<file path="config.mk">
export PLATFORM = sky130hd
export DESIGN_NAME = alarm_ringer
export DESIGN_NICKNAME = d
export VERILOG_FILES = /design/src/rtl/alarm_ringer.sv
export SDC_FILE = /design/constraint.sdc
export NUM_CORES = 1
export LEC_CHECK = 0
export BUFFER_PORTS_ARGS = -buffer_cell sky130_fd_sc_hd__buf_2
export CORE_MARGIN = 4
export CORE_UTILIZATION = 38
export CTS_BUF_LIST = sky130_fd_sc_hd__clkbuf_8
export CTS_CLUSTER_DIAMETER = 200
export DETAILED_ROUTE_END_ITERATION = 16
export PLACE_DENSITY = 0.86
export SETUP_SLACK_MARGIN = 0.02
export SLEW_MARGIN = 25
export SYNTH_ARGS = -nofsm -noshare
export SYNTH_HDL_FRONTEND = slang
export SYNTH_SLANG_ARGS = --single-unit
</file>
<file path="constraint.sdc">
create_clock -name clock -period 1.52 [get_ports clock]
set_clock_uncertainty 0.15 [all_clocks]
set_input_delay 0.152 -clock clock [delete_from_list [all_inputs] [get_ports clock]]
set_output_delay 0.152 -clock clock [all_outputs]
set_load 0.005 [all_outputs]
</file>
<file path="src/rtl/alarm_ringer.sv">
// rtl/alarm_ringer.sv - alarm ring/snooze sequencer; snooze path built only when ALARM_SNOOZE_EN is defined
module alarm_ringer #(
  parameter int ring_seconds   = 60,
  parameter int snooze_minutes = 5
) (
  input  logic       clock,
  input  logic       reset,
  input  logic       tick_1hz,
  input  logic       alarm_en,
  input  logic [7:0] second_data,
  input  logic [7:0] minute_data,
  input  logic [7:0] hour_data,
  input  logic [7:0] alarm_minute,
  input  logic [7:0] alarm_hour,
  input  logic       stop,
  input  logic       snooze,
  output logic       ring,
  output logic       buzz,
  output logic       snoozing
);

  typedef enum logic [1:0] {
    IDLE   = 2'd0,
    RING   = 2'd1,
    SNOOZE = 2'd2
  } state_t;

  localparam logic [7:0] RING_LAST = 8'(ring_seconds);

  state_t     state;
  state_t     state_next;
  logic       match;
  logic       match_q;
  logic       trigger;
  logic [7:0] ring_cnt;
  logic [7:0] ring_cnt_inc;
  logic       beat;

`ifdef ALARM_SNOOZE_EN
  localparam logic [9:0] SNOOZE_LOAD = 10'(snooze_minutes * 60);
  logic [9:0] snooze_cnt;
`else
  // snooze pulse has no effect when the snooze path is not built
  logic unused_snooze;
  assign unused_snooze = snooze;
`endif

  // raw byte compare of the BCD time fields; fires only at second zero
  assign match = alarm_en & (hour_data == alarm_hour) & (minute_data == alarm_minute)
               & (second_data == 8'h00);
  assign trigger      = match & ~match_q;
  assign ring_cnt_inc = ring_cnt + 8'd1;

  // match history; reset high so a time already matching at release does not fire
  always_ff @(posedge clock) begin
    if (!reset) match_q <= 1'b1;
    else        match_q <= match;
  end

  // state register
  always_ff @(posedge clock) begin
    if (!reset) state <= IDLE;
    else        state <= state_next;
  end

  // next state: alarm_en low, then stop, then snooze, then tick-driven moves
  always_comb begin
    state_next = state;
    if (!alarm_en) begin
      state_next = IDLE;
    end else begin
      unique case (state)
        IDLE: begin
          if (trigger) state_next = RING;
        end
        RING: begin
          if (stop) state_next = IDLE;
`ifdef ALARM_SNOOZE_EN
          else if (snooze) state_next = SNOOZE;
`endif
          else if (tick_1hz && (ring_cnt_inc == RING_LAST)) state_next = IDLE;
        end
`ifdef ALARM_SNOOZE_EN
        SNOOZE: begin
          if (stop) state_next = IDLE;
          else if (tick_1hz && (snooze_cnt == 10'd1)) state_next = RING;
        end
`endif
        default: state_next = IDLE;
      endcase
    end
  end

  // ring second counter and buzzer beat; restart only on entry to RING
  always_ff @(posedge clock) begin
    if (!reset) begin
      ring_cnt <= 8'd0;
      beat     <= 1'b0;
    end else if (state_next != RING) begin
      ring_cnt <= 8'd0;
      beat     <= 1'b0;
    end else if (state != RING) begin
      ring_cnt <= 8'd0;
      beat     <= 1'b1;
    end else if (tick_1hz) begin
      ring_cnt <= ring_cnt_inc;
      beat     <= ~beat;
    end
  end

`ifdef ALARM_SNOOZE_EN
  // snooze countdown in seconds; loaded on entry, never decremented below zero
  always_ff @(posedge clock) begin
    if (!reset) begin
      snooze_cnt <= 10'd0;
    end else if (state_next != SNOOZE) begin
      snooze_cnt <= 10'd0;
    end else if (state != SNOOZE) begin
      snooze_cnt <= SNOOZE_LOAD;
    end else if (tick_1hz && (snooze_cnt != 10'd0)) begin
      snooze_cnt <= snooze_cnt - 10'd1;
    end
  end
`endif

  // outputs decoded straight from registered state and beat
  always_comb begin
    ring     = (state == RING);
    buzz     = (state == RING) & beat;
`ifdef ALARM_SNOOZE_EN
    snoozing = (state == SNOOZE);
`else
    snoozing = 1'b0;
`endif
  end

endmodule

</file>
* Word level (Yosys, flattened, before mapping) *
Index checks and enable logic that the tools add are counted.

word-level totals
  register bits = 12
  output and inout port bits = 3

operators by class
  $add $sub $neg = 1
  bitwise gates (word level) = 8
  muxes and demuxes = 7
  reduce and logical (&&, ||, !) cells = 6
  equal/unequal tests = 6

operator list
  kind                                                    count
  equality test 8 bit                                     2
  adder 8 x 1 -> 8 bit (second input constant)            1
  equality test 8 x 6 -> 1 bit (second input constant)    1
  logical NOT 8 bit                                       1
  2-to-1 mux 2 bit                                        4
  AND 1 bit                                               5
  inequality test 2 x 1 -> 1 bit (second input constant)  2
  one-hot mux 2 bit (2 select lines)                      1
  NOT 1 bit                                               3
  OR reduction 3 bit                                      1
  equality test 2 x 1 -> 1 bit (second input constant)    1
  logical NOT 2 bit                                       1
  2-to-1 mux 1 bit                                        2
  nonzero test 2 bit                                      1
  OR reduction 2 bit                                      1
  logical AND 1 bit                                       1

* Depth between registers and ports, before layout *
  word-level depth = 10
  mapped depth = 5
  gate-level depth less buffers = 5

* Worst setup path after synthesis *
Ideal clock, no wire load.

  kind = register to register
  start = reg ring_cnt[0]
  end = reg state[0]
  required time = 1.241 ns
  path slack = -0.090 ns
  buffers on the path = 0
  cell stages (with the launch flop) = 6
  clock period less this slack = 1.610 ns
  data arrival time = 1.332 ns
  cells stage by stage = dfxtp_1 -> ha_1 -> nand2_1 -> or4_4 -> o21ai_4 -> o21ai_1

on the way
  longest elaborated chain between the ends = 7

RTL lines
  what                                line  RTL
  start, declared                     35    logic [7:0] ring_cnt;
  start signal, assigned              106   ring_cnt <= ring_cnt_inc;
  adder 8 x 1 -> 8 bit                52    assign ring_cnt_inc = ring_cnt + 8'd1;
  equality test 8 x 6 -> 1 bit        81    else if (tick_1hz && (ring_cnt_inc == RING_LAST)) state_next = IDLE;
  logical AND 1 bit                   81
  2-to-1 mux 2 bit                    81
  2-to-1 mux 2 bit                    77    if (stop) state_next = IDLE;
  one-hot mux 2 bit (2 select lines)  72    unique case (state)
  2-to-1 mux 2 bit                    69    if (!alarm_en) begin
  end signal, assigned                63    else state <= state_next;
  end, declared                       30    state_t state;

No other way between the ends.
A chain may end at the register's enable or synchronous reset.

* Worst setup path after layout *
  start = reg ring_cnt[1]
  end = reg beat

on the way
  longest elaborated chain between the ends = 9

RTL lines
  what                                line  RTL
  adder 8 x 1 -> 8 bit                52
  equality test 8 x 6 -> 1 bit        81
  logical AND 1 bit                   81
  2-to-1 mux 2 bit                    81
  2-to-1 mux 2 bit                    77
  one-hot mux 2 bit (2 select lines)  72
  2-to-1 mux 2 bit                    69
  inequality test 2 x 1 -> 1 bit      99    end else if (state_next != RING) begin
  OR reduction 2 bit (no line)        -
  end signal, assigned                107   beat <= ~beat;
  end, declared                       37    logic beat;

No other way between the ends.

==> results.toml <==
[setup_path]
critical-path-top-delay-family = "simple AND/OR/NAND/NOR gates"
crit_type = "flop to flop"
crit_fanout = 5
slowest_delay_ps = 450
reg2reg_depth = 5
endpoint_kind = "flop"
r2r-start = "ring_cnt[1]"
cp_slowest_cell = "or4_4"
reg2reg_slack_ps = -90
cp_num_cells = 5
path_buf_inv = 0
start_kind = "flop"
cp.arrival_ps = 1590
crit_chain = "ha_4, nand2_4, or4_4, o21ai_4, o22ai_1"
r2r-end = "beat"
required_ps = 1500

[synth]
syn-mean-instance-area_um2 = 8.713
synth.most_common_cell = "xor2_1"
synth.distinct_cells = 24
synthFlopType = "dfxtp_1"
synthArstFlopShare = 0
yosysTopAreaCell = "dfxtp_1"
synth_seq_cells = 12
ys_seq_area_frac = 0.3363
synthCells = 82
ys_warn_count = 0
synth_area_um2 = 714.4
ys_top_cells_by_area = "dfxtp_1 (34%), xor2_1 (26%), nor2_1 (5.8%), nor4_1 (4.4%), xnor2_1 (3.7%)"
synth_top_area_share = 0.3363
synthTopCellsByCount = "xor2_1 (21), dfxtp_1 (12), nor2_1 (11), nor4_1 (5)"
synth_edf_count = 0

[routing]
via_per_inst = 4.865
firstDrtPassIters = 4
drtIter0Drc = 14
via_count = 832
wl_per_cell_um = 12.74
wirelength_mm = 2.179
ant_nets = 0
drc = 0

[run_status]
status = "finished, violations left"
violations = "setup timing"

[clock_tree]
clk_latency_ps = 250
clk_pin_slew_worst_paths_ps = 50
cts_buffers = 3
clkSinkCount = 12
cts_max_path_buffers = 2
cts-root-buf = "clkbuf_8"
ctsHtreeMaxLevel = 1
cts_tree = "done"

[cells_and_area]
areaGrowthSynthToFinish_pct = 65.50
fin_util = 0.6774
antennaDiodeCount = 0
drive_above_1_share = 0.5137
fin_area_um2 = 1182
layout.cells.non_filler = 171
nets = 194

[timing]
rsz0062_at_grt = "yes"
finalWorstSetupSlack_ps = -90.98
timing.fmax_mhz = 620.7
holdWs_ps = 41.36
setup_viol = 10
finalCritPeriodShare = 1.060
slew_viol_final = 0
min_period_ps = 1611
finalHoldViolCount = 0

[floorplanning]
rows = 15
die_w_um = 51.36
floorplan.initialDensity = 0.4093
die_y_um = 51.36
core_area_um2 = 1745
pin_count = 49
die_area_um2 = 2638

[global_route]
grt_overflow = 0
grt_pass1_vias = 832
grt_max_degree = 8
grt_pass1_wl_mm = 3.463
grt_use_total = 0.1777
antenna_found_initial = 0

[min_path]
holdPathEnd = "match_q"
hp-start = "second_data[6]"
min_path_type = "input pin to flop"
whs_path_depth = 4

[placed_design]
pre_cts_ws_ps = -148.9
placed_cells = 162
place.gp.congestion = 0.7953
dpl_cell_area_um2 = 1060
portBuffers = 46
dpl.hpwl_mm = 1.668

[pwr]
p_per_area_nw_per_um2 = 665.7
ir_drop_v = 0.0005043
power_leakage_nw = 0.5435

[job]
drv_cap = 0
-- what timing repair did --
| action | 4_1_cts | 5_1_grt |
|---|---|---|
| resized for setup | 2 | 5 |
| endpoints found under the hold margin | 1 | 0 |
| hold buffers | 1 | 0 |
| cloned | 1 | 0 |
| buffers inserted | 1 | 2 |
| pin swaps | 4 | 2 |
| endpoints found under the setup margin | 10 | 10 |
-- cell families (layout without fill, tap and decap cells) --
logic type,after synthesis,count (layout),synth area share
and+or+nand+nor,35,35,0.2592
xor gates and xnor gates,24,24,0.2942
DFF,12,12,0.3363
AOI/OAI and AO/OA,4,5,0.04553
buffers and inverters,4,66,0.02802
adders and majority gates,1,1,0.01751
other,1,2,0.005249
muxes,1,1,0.01401
-- metrics by stage --
step	TNS, ps	total power [mW]
finish	-607.1	0.7871
global route	-1060	0.8192
CTS	-465.6	0.7913
detailed placement	-1253	0.4344
global placement	-739.8	0.4294
floorplan	-237.5	0.3676
-- how the worst max path moves through the flow --
stage	start	end	slack [ps]
5_1_grt	ring_cnt[1]	beat	-140
3_3_place_gp	ring_cnt[1]	beat	-100
4_1_cts	ring_cnt[1]	beat	-70
6_report	ring_cnt[1]	beat	-90
3_5_place_dp	ring_cnt[1]	beat	-150
2_1_floorplan	ring_cnt[1]	state[0]	-50
-- cell usage in the layout, fill, tap and decap left out, types with 2 or more instances in the layout --
master    instances
buf_2            46
buf_4            13
clkbuf_8          4
conb_1            2
dfxtp_1           9
dfxtp_2           2
inv_1             2
nand2_1           3
nand3_1           3
nand4_1           3
nor2_1            9
nor2_2            2
nor3_1            3
nor4_1            5
o21ai_4           2
xnor2_1           3
xor2_1           21
-- layout make-up --
cell class,count,area (µm²)
repair buffers,60,337.8
inverters,2,7.507
clock buffers,4,55.05
fillers,141,563.0
well taps,25,31.28
flip-flops and latches,12,246.5
multi-input cells,68,504.2
-- worst reg2reg max path, delay by kind of cell, from the launching register on --
family | cells | cell delay (ps)
DFF | 1 | 360
AOI/OAI and AO/OA | 2 | 320
adders and majority gates | 1 | 150
and+or+nand+nor | 2 | 500
-- routing by layer --
| metal | wire length [µm] | global-route usage | part of all wire |
|---|---|---|---|
| met2 | 1295 | 0.3623 | 0.59 |
| met5 | 0 | 0 | 0 |
| met4 | 23 | 0.09170 | 0.011 |
| met3 | 82 | 0.02624 | 0.038 |
| met1 | 777 | 0.1634 | 0.36 |
-- sequential cells by signal, summed over array words and instances, names as in the netlist --
| register | cells |
|---|---|
| ring_cnt | 8 |
| match_q | 1 |
| beat | 1 |
| state | 2 |
-- power breakdown --
part | total [mW] | leakage [nW] | internal [mW] | switching (mW)
registers | 0.317 | 0.0992 | 0.316 | 0.00135
logic | 0.113 | 0.416 | 0.0665 | 0.0470
clock network | 0.356 | 0.0288 | 0.230 | 0.127
Note: power is estimated with default switching activity, not from simulation.
